$ cat src/rtl/sync_fifo_flags.sv
// Single-clock FIFO with occupancy count, almost-full/empty thresholds,
// overflow/underflow pulses and selectable standard / first-word-fall-through reads.
module sync_fifo_flags #(
  parameter int unsigned WIDTH     = 8,
  parameter int unsigned DEPTH     = 16,
  parameter int unsigned AF_THRESH = 12,
  parameter int unsigned AE_THRESH = 4,
  parameter int unsigned FWFT      = 0
) (
  input  logic                     clk,
  input  logic                     rst,
  input  logic [WIDTH-1:0]         data_in,
  input  logic                     wr_en,
  input  logic                     rd_en,
  output logic [WIDTH-1:0]         data_out,
  output logic                     full,
  output logic                     empty,
  output logic                     almost_full,
  output logic                     almost_empty,
  output logic [$clog2(DEPTH):0]   count,
  output logic                     overflow,
  output logic                     underflow
);

  localparam int unsigned AW = $clog2(DEPTH);
  localparam int unsigned PW = AW + 1;
  localparam logic [PW-1:0] DEPTH_C = PW'(DEPTH);
  localparam logic [PW-1:0] AF_C    = PW'(AF_THRESH);
  localparam logic [PW-1:0] AE_C    = PW'(AE_THRESH);

  if (WIDTH < 1 || DEPTH < 2 || (DEPTH & (DEPTH - 1)) != 0 ||
      AF_THRESH < 1 || AF_THRESH > DEPTH || AE_THRESH > DEPTH - 1 || FWFT > 1)
  begin : g_bad_params
    $error("sync_fifo_flags: illegal parameter combination");
  end

  logic [WIDTH-1:0] r_mem [DEPTH];
  logic [PW-1:0]    r_wr_ptr;
  logic [PW-1:0]    r_rd_ptr;
  logic             r_overflow;
  logic             r_underflow;

  logic [PW-1:0]    w_count;
  logic             w_wr_acc;
  logic             w_rd_acc;

  // Occupancy is the wrap-bit pointer difference: a pure function of registered
  // pointers, so it steps exactly like an up/down counter with no input path.
  assign w_count      = r_wr_ptr - r_rd_ptr;
  assign count        = w_count;
  assign full         = (w_count == DEPTH_C);
  assign empty        = (w_count == '0);
  assign almost_full  = (w_count >= AF_C);
  assign almost_empty = (w_count <= AE_C);
  assign overflow     = r_overflow;
  assign underflow    = r_underflow;

  assign w_wr_acc = wr_en & ~full;
  assign w_rd_acc = rd_en & ~empty;

  always_ff @(posedge clk) begin
    if (w_wr_acc) r_mem[r_wr_ptr[AW-1:0]] <= data_in;
  end

  always_ff @(posedge clk or posedge rst) begin
    if (rst) begin
      r_wr_ptr    <= '0;
      r_rd_ptr    <= '0;
      r_overflow  <= 1'b0;
      r_underflow <= 1'b0;
    end else begin
      if (w_wr_acc) r_wr_ptr <= r_wr_ptr + 1'b1;
      if (w_rd_acc) r_rd_ptr <= r_rd_ptr + 1'b1;
      r_overflow  <= wr_en & full;
      r_underflow <= rd_en & empty;
    end
  end

  if (FWFT == 0) begin : g_std_read
    logic [WIDTH-1:0] r_data_out;

    always_ff @(posedge clk or posedge rst) begin
      if (rst) begin
        r_data_out <= '0;
      end else if (w_rd_acc) begin
        r_data_out <= r_mem[r_rd_ptr[AW-1:0]];
      end
    end

    assign data_out = r_data_out;
  end else begin : g_fwft_read
    assign data_out = empty ? '0 : r_mem[r_rd_ptr[AW-1:0]];
  end

endmodule

$ cat config.mk
export PLATFORM = sky130hd
export DESIGN_NAME = sync_fifo_flags
export DESIGN_NICKNAME = d
export VERILOG_FILES = /design/src/rtl/sync_fifo_flags.sv
export SDC_FILE = /design/constraint.sdc
export NUM_CORES = 1
export LEC_CHECK = 0
export CAP_MARGIN = 20
export CORE_UTILIZATION = 45
export CTS_CLUSTER_SIZE = 8
export DETAILED_ROUTE_END_ITERATION = 12
export PLACE_DENSITY = 0.65
export SETUP_SLACK_MARGIN = 0.15
export SKIP_LAST_GASP = 1
export SYNTH_ARGS = -nofsm -noshare
export SYNTH_HDL_FRONTEND = slang
export SYNTH_SLANG_ARGS = --single-unit
$ cat constraint.sdc
create_clock -name clk -period 3.1 [get_ports clk]
set_input_delay 0.93 -clock clk [delete_from_list [all_inputs] [get_ports clk]]
set_output_delay 0.93 -clock clk [all_outputs]
set_load 0.005 [all_outputs]
==> results.sh, run 1 <==
export IMPL_outcome="finished with violations"
export IMPL_violations="negative setup slack"
export IMPL_endpoint_kind="register"
export IMPL_cts_htree_levels=4
export IMPL_clock_root_buffer="clkbuf_16"
export IMPL_grt_usage=0.206
export IMPL_drtPass1Iterations=4
export IMPL_areaGrowthSynthToFinish_pct=33.9
export IMPL_final_cells=607
export IMPL_layout_min_cycle_time_ns=3.42
export IMPL_syn_area_per_cell_um2=18.9
export IMPL_cap_viol_max_count=0
export IMPL_dpl_hpwl_um=7430
export IMPL_vias=3267
export IMPL_seq_area_frac_synth=0.730
export IMPL_yosysWarnings=0
export IMPL_vdd_drop_max_v=0.000509
export IMPL_synth_edf_count=128
export IMPL_required_ns=3.28
export IMPL_holdPathEnd="data_out[0]"
export IMPL_final_hold_violation_count=0
export IMPL_drc_errors=0
export IMPL_crit_path_start_kind="register"
export IMPL_synth_area_um2=5950
export IMPL_hold_start="data_out[0]"
export IMPL_wire_per_inst_um=21.6
export IMPL_rsz0062_at_grt="yes"
export IMPL_die_width_um=117
export IMPL_antenna_diode_count=0
export IMPL_max_freq_mhz=292
export IMPL_dr_wl_met3_um=749
export IMPL_numCtsBuffers=17
export IMPL_post_place_cells=540
export IMPL_r2r_start="r_rd_ptr[0]"
export IMPL_finalCritPeriodShare=1.10
export IMPL_cp_arrival_ns=3.60
export IMPL_critPathMaxFanout=8
export IMPL_cts_tree="done"
export IMPL_dr_wl_met2_um=6730
export IMPL_synth_flop_cell="edfxtp_1"
export IMPL_synthesis_nets=337
export IMPL_whs_ns=0.500
export IMPL_boundaryPins=31
export IMPL_cts_path_max_buffers=2
export IMPL_finClkSkew_ns=0.00565
export IMPL_grt_pass1_vias=3323
export IMPL_slew_headroom=0.401
export IMPL_hold_class="reg -> reg"
export IMPL_io_buffers=30
export IMPL_r2r_setup_slack_ns=-0.32
export IMPL_fp_coreArea_um2=12800
export IMPL_drt_met1_wl_um=5190
export IMPL_ant_nets=0
export IMPL_critPathKind="reg -> reg"
export IMPL_dp_slack_ns=-0.145
export IMPL_postSynth_asyncResetShare=0.135
export IMPL_dieHeight_um=117
export IMPL_num_rows=41
export IMPL_grt_antenna_before_repair=0
export IMPL_worstSkewPairLatency_ns=0.42
export IMPL_ys_ff_latch=148
export IMPL_grt_pass1_wl_um=19000
export IMPL_grt_max_degree=36
export IMPL_grt_ovfl_total=0
export IMPL_postCtsHoldBufs=0
export IMPL_nets=444
export IMPL_clk_pin_slew_ns=0.06
export IMPL_synth_distinct_cells=30
export IMPL_report_final_slew_viol_count=0
export IMPL_via_per_inst=5.38
export IMPL_setup_viol=136
export IMPL_hold_depth=1
export IMPL_power_mw=9.27
export IMPL_syn_inst=315
export IMPL_layout_drive_gt1_share=0.430
export IMPL_routabilityCongestion=0.824
export IMPL_timing_rr_end="r_mem[0][5]"
export IMPL_leakage_nw=2.79
export IMPL_totalWireLength_um=13100
export IMPL_dieArea_um2=13700
export IMPL_reg2reg_depth=18
export IMPL_p_per_area_nw_per_um2=1160
export IMPL_worst_slack_ns=-0.320
export IMPL_dr_max_layer_used="met4"
export IMPL_worst_pin_slew_ns=0.897
export IMPL_start_util=0.466
export IMPL_cts_sinks=148
export IMPL_drtIter0Drc=361
## cell usage after synthesis, drive strengths merged, types with 4 or more instances
| library cell | number | area (um2) |
|---|---|---|
| inv | 11 | 41.3 |
| ha | 9 | 113 |
| o21ai | 6 | 41.3 |
| mux2 | 10 | 113 |
| buf | 6 | 28.8 |
| xnor2 | 10 | 87.6 |
| clkbuf | 5 | 18.8 |
| o22ai | 16 | 100 |
| nand2 | 8 | 30.0 |
| nor3 | 6 | 30.0 |
| o211ai | 4 | 30.0 |
| nand2b | 4 | 25.0 |
| dfrtp | 20 | 500 |
| nor2 | 26 | 97.6 |
| edfxtp | 128 | 3840 |
| mux4 | 32 | 721 |
## final cells by class
cell class                 instances  area [um2]
clock buffer                      19         443
clock inverter                    13         205
fill                             899        4810
inverter                          11        46.3
multi-input combinational        145        1750
sequential                       148        4350
tap                              172         215
timing repair buffer              99         951
## where the power goes
part | switching (mW) | internal [mW] | total, mW
Combinational | 2.09 | 2.35 | 4.44
Sequential | 0.121 | 2.49 | 2.61
Clock | 0.771 | 1.45 | 2.22
Total | 2.98 | 6.29 | 9.27
## cells in the final DEF (no fill, tap or decap), types with 5 or more instances in the layout
| cell | count |
|---|---|
| buf_4 | 38 |
| xnor2_1 | 9 |
| mux2_2 | 9 |
| nor2_2 | 5 |
| clkdlybuf4s50_1 | 22 |
| nand2_1 | 7 |
| clkbuf_16 | 18 |
| ha_1 | 6 |
| mux4_2 | 32 |
| dfrtp_1 | 18 |
| o22ai_1 | 16 |
| nor2_4 | 6 |
| bufinv_16 | 5 |
| edfxtp_1 | 128 |
| nor2_1 | 15 |
| inv_1 | 7 |
| buf_6 | 29 |
## metrics by stage
step / util / TNS (ns) / cell area (um2)
after floorplan: - / 0 / 5980
after global placement: 0.525 / -0.0428 / 6710
after detailed placement: 0.525 / -0.415 / 6710
after CTS: 0.600 / -23.45 / 7660
after global routing: 0.623 / -42.14 / 7960
final: 0.623 / -30.54 / 7960
## registers in the layout, summed over array words and instances (netlist names)
| signal | cells |
|---|---|
| overflow | 1 |
| r_rd_ptr | 5 |
| r_wr_ptr | 5 |
| underflow | 1 |
| r_mem | 128 |
| data_out | 8 |
## per-layer routing
layer / up-vias / GRT usage
li1: 1467 / -
met1: 1668 / 0.255
met2: 103 / 0.338
met3: 29 / 0.0474
met4: 0 / 0.112
met5: - / 0
## critical path: stages (launching register included)
cell      delay (ns)
dfrtp_2         0.42
ha_4            0.17
fa_2            0.56
nand2_4         0.07
nor3b_4         0.18
mux2i_2         0.12
buf_4           0.15
buf_6           0.10
buf_6           0.10
buf_6           0.10
buf_6           0.10
buf_6           0.10
buf_6           0.10
buf_6           0.10
buf_6           0.12
o211ai_1        0.23
buf_4           0.24
nor3_4          0.06
buf_6           0.15
## logic make-up after synthesis
| kind of cell | count (synthesis) | share of synthesized area |
|---|---|---|
| simple gates | 49 | 0.0370 |
| mux | 43 | 0.142 |
| fa+ha+maj | 10 | 0.0223 |
| compound gates | 31 | 0.0345 |
| flops | 148 | 0.730 |
| buf+inv | 22 | 0.0149 |
| xor+xnor | 12 | 0.0189 |
## how the worst max path moves through the flow
stage | to | slack (ns) | cells after the start | from
floorplan | almost_full | 0.17 | 8 | r_wr_ptr[0]
global placement | full | -0.02 | 8 | r_wr_ptr[0]
detailed placement | full | -0.15 | 8 | r_wr_ptr[0]
CTS | r_mem[0][5] | -0.23 | 18 | r_rd_ptr[0]
global route | r_mem[0][7] | -0.42 | 19 | r_wr_ptr[0]
finish | r_mem[0][5] | -0.32 | 18 | r_rd_ptr[0]
## timing repair
item / 4_1_cts / 5_1_grt
endpoints found under the setup margin: 8 / 150
setup buffers: 20 / 14
gates cloned: 0 / 1
hold endpoints to repair: 0 / 0
resized for setup: 71 / 37
pin swaps: 12 / 15
No activity file was read; power rests on OpenSTA's default activity.
==> run 2: changes to the inputs <==
--- a/config.mk
+++ b/config.mk
@@ -10,6 +10,7 @@
 export CTS_CLUSTER_SIZE = 8
 export DETAILED_ROUTE_END_ITERATION = 12
 export PLACE_DENSITY = 0.65
+export RECOVER_POWER = 50
 export SETUP_SLACK_MARGIN = 0.15
 export SKIP_LAST_GASP = 1
 export SYNTH_ARGS = -nofsm -noshare
==> results.sh, run 2 (synthesis gave the netlist of run 1 again) <==
export IMPL_totalWireLength_um=13100
export IMPL_dieHeight_um=117
export IMPL_num_rows=41
export IMPL_io_buffers=30
export IMPL_cap_viol_max_count=0
export IMPL_numCtsBuffers=17
export IMPL_crit_path_start_kind="register"
export IMPL_hold_class="reg -> reg"
export IMPL_endpoint_kind="register"
export IMPL_dieArea_um2=13700
export IMPL_r2r_start="r_rd_ptr[0]"
export IMPL_slew_headroom=0.401
export IMPL_cts_tree="done"
export IMPL_filler_cell_count=899
export IMPL_layout_min_cycle_time_ns=3.41
export IMPL_grt_pass1_vias=3323
export IMPL_finalCritPeriodShare=1.10
export IMPL_largest_reg_flops=128
export IMPL_outcome="finished with violations"
export IMPL_reg2reg_depth=18
export IMPL_path_common_cell="buf_6"
export IMPL_max_freq_mhz=293
export IMPL_report_final_slew_viol_count=0
export IMPL_wire_per_inst_um=21.6
export IMPL_crit_path_end="r_mem[0][5]"
export IMPL_cp_arrival_ns=3.59
export IMPL_postCtsHoldBufs=0
export IMPL_grt_usage=0.206
export IMPL_routabilityCongestion=0.824
export IMPL_dp_slack_ns=-0.145
export IMPL_leakage_nw=2.79
export IMPL_drc_errors=0
export IMPL_worstSkewPairLatency_ns=0.42
export IMPL_critPathMaxFanout=8
export IMPL_vdd_drop_max_v=0.000508
export IMPL_grt_max_degree=36
export IMPL_most_common_layout_cells="edfxtp_1, buf_4, mux4_2"
export IMPL_dpl_hpwl_um=7430
export IMPL_critPathKind="reg -> reg"
export IMPL_worst_slack_ns=-0.313
export IMPL_violations="negative setup slack"
export IMPL_areaGrowthSynthToFinish_pct=33.9
export IMPL_required_ns=3.28
export IMPL_timing_rr_end="r_mem[0][5]"
export IMPL_crit_path_max_incr_delay_ns=0.56
export IMPL_p_per_area_nw_per_um2=1170
export IMPL_clock_root_buffer="clkbuf_16"
export IMPL_fp_coreArea_um2=12800
export IMPL_clk_pin_slew_ns=0.06
export IMPL_setup_viol=136
export IMPL_vias=3281
export IMPL_cts_sinks=148
export IMPL_drtIter0Drc=361
export IMPL_cts_htree_levels=4
export IMPL_via_per_inst=5.41
export IMPL_final_hold_violation_count=0
export IMPL_rsz0062_at_grt="yes"
export IMPL_start_util=0.466
export IMPL_final_cells=607
export IMPL_cpMaxStageDelayCell="fa_2"
export IMPL_nets=444
export IMPL_cp_startpoint="r_rd_ptr[0]"
export IMPL_r2r_setup_slack_ns=-0.31
export IMPL_final_common_cell="edfxtp_1"
export IMPL_cts_path_max_buffers=2
export IMPL_boundaryPins=31
export IMPL_grt_pass1_wl_um=19000
export IMPL_grt_ovfl_total=0
export IMPL_worst_pin_slew_ns=0.898
export IMPL_grt_antenna_before_repair=0
export IMPL_post_place_cells=540
export IMPL_crit_chain="ha_4, fa_2, nand2_4, nor3b_4, mux2i_2, buf_4, buf_6, buf_6, buf_6, buf_6, buf_6, buf_6, buf_6, buf_6, o211ai_1, buf_4, nor3_4, buf_6"
export IMPL_finClkSkew_ns=0.00606
export IMPL_ant_nets=0
export IMPL_drtPass1Iterations=4
export IMPL_antenna_diode_count=0
export IMPL_layout_drive_gt1_share=0.430
export IMPL_die_width_um=117
## run 2: changes by cell type in the layout (fill, tap and decap cells not counted), sizes merged
cell           change
dlygate4sd3        +6
clkdlybuf4s50      -6
## run 2: layout make-up
class | count | area (um2) | area share
flip-flops and latches | 148 | 4350 | 0.546
multi-input cells | 145 | 1750 | 0.220
repair buffers | 99 | 951 | 0.119
clock buffers | 19 | 443 | 0.0556
well taps | 172 | 215 | 0.0270
clock inverters | 13 | 205 | 0.0258
inverters | 11 | 46.3 | 0.00581
## run 2: where the power goes
part,internal [mW],switching (mW)
combinational,2.35,2.09
clock,1.45,0.775
sequential,2.49,0.122
total,6.29,2.99
## run 2: metal layers
layer | up-vias | routed length, um | part of all wire | track usage
li1 | 1467 | - | - | -
met1 | 1685 | 5390 | 0.41 | 0.255
met2 | 100 | 6730 | 0.51 | 0.338
met3 | 29 | 585 | 0.045 | 0.0474
met4 | 0 | 413 | 0.031 | 0.112
met5 | - | 0 | 0 | 0
## run 2: worst min-delay path by stage
stage                     depth (start not counted)     endpoint        start  slack (ns)
after floorplan                                   1  r_wr_ptr[4]  r_wr_ptr[4]        0.47
after global placement                            1  data_out[5]  data_out[5]        0.49
after detailed placement                          1  data_out[4]  data_out[4]        0.49
after CTS                                         1  r_wr_ptr[4]  r_wr_ptr[4]        0.51
after global routing                              1  r_wr_ptr[4]  r_wr_ptr[4]        0.51
final                                             1  data_out[0]  data_out[0]        0.50
## run 2: stage by stage
| stage | util | setup TNS, ns | total power [mW] | hold WS (ns) | area [um2] |
|---|---|---|---|---|---|
| after floorplan | - | 0 | 4.50 | 0.465 | 5980 |
| after global placement | 0.525 | -0.0428 | 5.81 | 0.492 | 6710 |
| after detailed placement | 0.525 | -0.415 | 5.87 | 0.494 | 6710 |
| after CTS | 0.600 | -23.45 | 8.70 | 0.507 | 7660 |
| after global routing | 0.623 | -42.14 | 9.73 | 0.509 | 7960 |
| final | 0.623 | -30.66 | 9.28 | 0.501 | 7960 |
## run 2: worst max-delay path, delay by kind of cell (launching register included)
family	cells	cell delay (ns)
fa+ha+maj	2	0.73
buf+inv	11	1.36
mux	1	0.12
simple gates	3	0.31
compound gates	1	0.22
flops	1	0.42
## run 2: repair_timing
action | 4_1_cts | 5_1_grt
buffers inserted | 20 | 14
setup endpoints to repair | 8 | 150
pin swaps | 12 | 15
gates resized for setup | 71 | 37
gates cloned | 0 | 1
==> run 3: changes to the inputs <==
--- a/config.mk
+++ b/config.mk
@@ -9,10 +9,10 @@
 export CORE_UTILIZATION = 45
 export CTS_CLUSTER_SIZE = 8
 export DETAILED_ROUTE_END_ITERATION = 12
-export PLACE_DENSITY = 0.65
+export GPL_TIMING_DRIVEN = 0
+export PLACE_DENSITY = 0.66
 export RECOVER_POWER = 50
 export SETUP_SLACK_MARGIN = 0.15
-export SKIP_LAST_GASP = 1
 export SYNTH_ARGS = -nofsm -noshare
 export SYNTH_HDL_FRONTEND = slang
 export SYNTH_SLANG_ARGS = --single-unit
==> results.sh, run 3 (synthesis gave the netlist of run 1 again) <==
export IMPL_critPathMaxFanout=4
export IMPL_final_common_cell="edfxtp_1"
export IMPL_clock_root_buffer="clkbuf_16"
export IMPL_num_rows=41
export IMPL_crit_path_start_kind="register"
export IMPL_boundaryPins=31
export IMPL_cts_tree="done"
export IMPL_rsz0062_at_grt="yes"
export IMPL_cp_arrival_ns=2.37
export IMPL_vdd_drop_max_v=0.000711
export IMPL_cts_path_max_buffers=2
export IMPL_setup_viol=5
export IMPL_layout_drive_gt1_share=0.397
export IMPL_hold_class="reg -> reg"
export IMPL_slew_headroom=0.470
export IMPL_areaGrowthSynthToFinish_pct=30.3
export IMPL_hold_start="r_wr_ptr[4]"
export IMPL_outcome="finished with violations"
export IMPL_drtPass1Iterations=6
export IMPL_cts_sinks=148
export IMPL_worst_slack_ns=-0.196
export IMPL_max_freq_mhz=303
export IMPL_cp_startpoint="r_rd_ptr[0]"
export IMPL_finClkSkew_ns=0.00685
export IMPL_vias=3217
export IMPL_endpoint_kind="output port"
export IMPL_cp_top_family="adder cells"
export IMPL_report_final_slew_viol_count=0
export IMPL_worst_pin_slew_ns=0.795
export IMPL_p_per_area_nw_per_um2=1150
export IMPL_critPathKind="reg -> out"
export IMPL_dieArea_um2=13700
export IMPL_dieHeight_um=117
export IMPL_wire_per_inst_um=22.1
export IMPL_cpMaxStageDelayCell="dfrtp_2"
export IMPL_cts_htree_levels=4
export IMPL_final_util=0.607
export IMPL_dpl_hpwl_um=8000
export IMPL_whs_ns=0.489
export IMPL_die_width_um=117
export IMPL_drtIter0Drc=279
export IMPL_nets=425
export IMPL_most_common_layout_cells="edfxtp_1, mux4_2, clkbuf_16"
export IMPL_io_buffers=30
export IMPL_layout_min_cycle_time_ns=3.30
export IMPL_worst_path_buf_inv=3
export IMPL_crit_path_max_incr_delay_ns=0.43
export IMPL_grt_max_degree=21
export IMPL_start_util=0.466
export IMPL_grt_pass1_wl_um=19200
export IMPL_final_hold_violation_count=0
export IMPL_grt_pass1_vias=3286
export IMPL_drc_errors=0
export IMPL_finalCritPeriodShare=1.06
export IMPL_violations="negative setup slack"
export IMPL_cap_viol_max_count=0
export IMPL_grt_usage=0.206
export IMPL_ant_nets=0
export IMPL_required_ns=2.17
export IMPL_r2r_start="r_rd_ptr[0]"
export IMPL_crit_chain="ha_4, fa_2, nand2b_4, a21oi_4, xor2_4, inv_4, buf_6, a211oi_2, buf_2"
export IMPL_routabilityCongestion=0.752
export IMPL_via_per_inst=5.47
export IMPL_leakage_nw=2.66
export IMPL_worstSkewPairLatency_ns=0.43
export IMPL_clk_pin_slew_ns=0.06
export IMPL_grt_antenna_before_repair=0
export IMPL_totalWireLength_um=13000
export IMPL_fp_coreArea_um2=12800
export IMPL_antenna_diode_count=0
export IMPL_grt_ovfl_total=0
export IMPL_numCtsBuffers=17
export IMPL_largest_reg_flops=128
-- run 3: final cells by class --
type,instances,area (um2)
Inverter,11,43.8
Buffer,11,73.8
Fill cell,902,5030
Clock buffer,23,522
Tap cell,172,215
Timing Repair Buffer,69,718
Multi-Input combinational cell,145,1770
Sequential cell,148,4350
Clock inverter,9,60.1
-- run 3: metal layers --
| layer | vias to the layer above | wire length (um) | track usage |
|---|---|---|---|
| li1 | 1435 | - | - |
| met1 | 1645 | 5250 | 0.267 |
| met2 | 120 | 6640 | 0.329 |
| met3 | 17 | 896 | 0.0536 |
| met4 | 0 | 188 | 0.0970 |
| met5 | - | 0 | 0 |
-- run 3: where the power goes --
| group | leakage, nW | total, mW | internal (mW) | switching (mW) |
|---|---|---|---|---|
| logic | 0.973 | 4.30 | 2.23 | 2.07 |
| clock network | 0.294 | 1.98 | 1.19 | 0.793 |
| registers | 1.39 | 2.62 | 2.49 | 0.129 |
| total | 2.66 | 8.90 | 5.91 | 2.99 |
-- run 3: through the flow --
stage	area (um2)	cells	power, mW	TNS [ns]	worst slack, ns
after floorplan	5980	315	4.50	0	0.166
after global placement	6500	517	5.55	-76.02	-0.769
after detailed placement	6500	518	5.61	-74.48	-0.715
after CTS	7520	576	8.48	-0.935	-0.252
after global routing	7750	588	9.36	-1.81	-0.273
final	7750	588	8.90	-0.779	-0.196
-- run 3: timing repair --
action / in CTS / in global routing
hold buffers: 0 / 0
endpoints found under the setup margin: 136 / 132
pin swaps: 22 / 18
buffers inserted: 26 / 12
resized for setup: 78 / 21
-- run 3: worst reg2reg max path, delay by kind of cell (launching register included) --
family / cells / cell delay [ns]
flip-flops: 1 / 0.43
AO/OA/AOI/OAI: 1 / 0.42
adder cells (fa/ha/maj): 2 / 0.53
XOR/XNOR: 1 / 0.13
multiplexers: 1 / 0.11
buffers and inverters: 6 / 0.94
AND/OR/NAND/NOR: 2 / 0.26
-- run 3: path summary, 6_finish.rpt --
kind	to	slack, ns	cells after the start
min in group asynchronous	data_out[7]	1.10	2
worst min register to register	r_wr_ptr[4]	0.49	1
worst max-delay path	almost_empty	-0.20	9
worst min-delay path	r_wr_ptr[4]	0.49	1
max in group asynchronous	r_rd_ptr[0]	1.46	2
worst max register to register	r_mem[12][1]	0.04	13
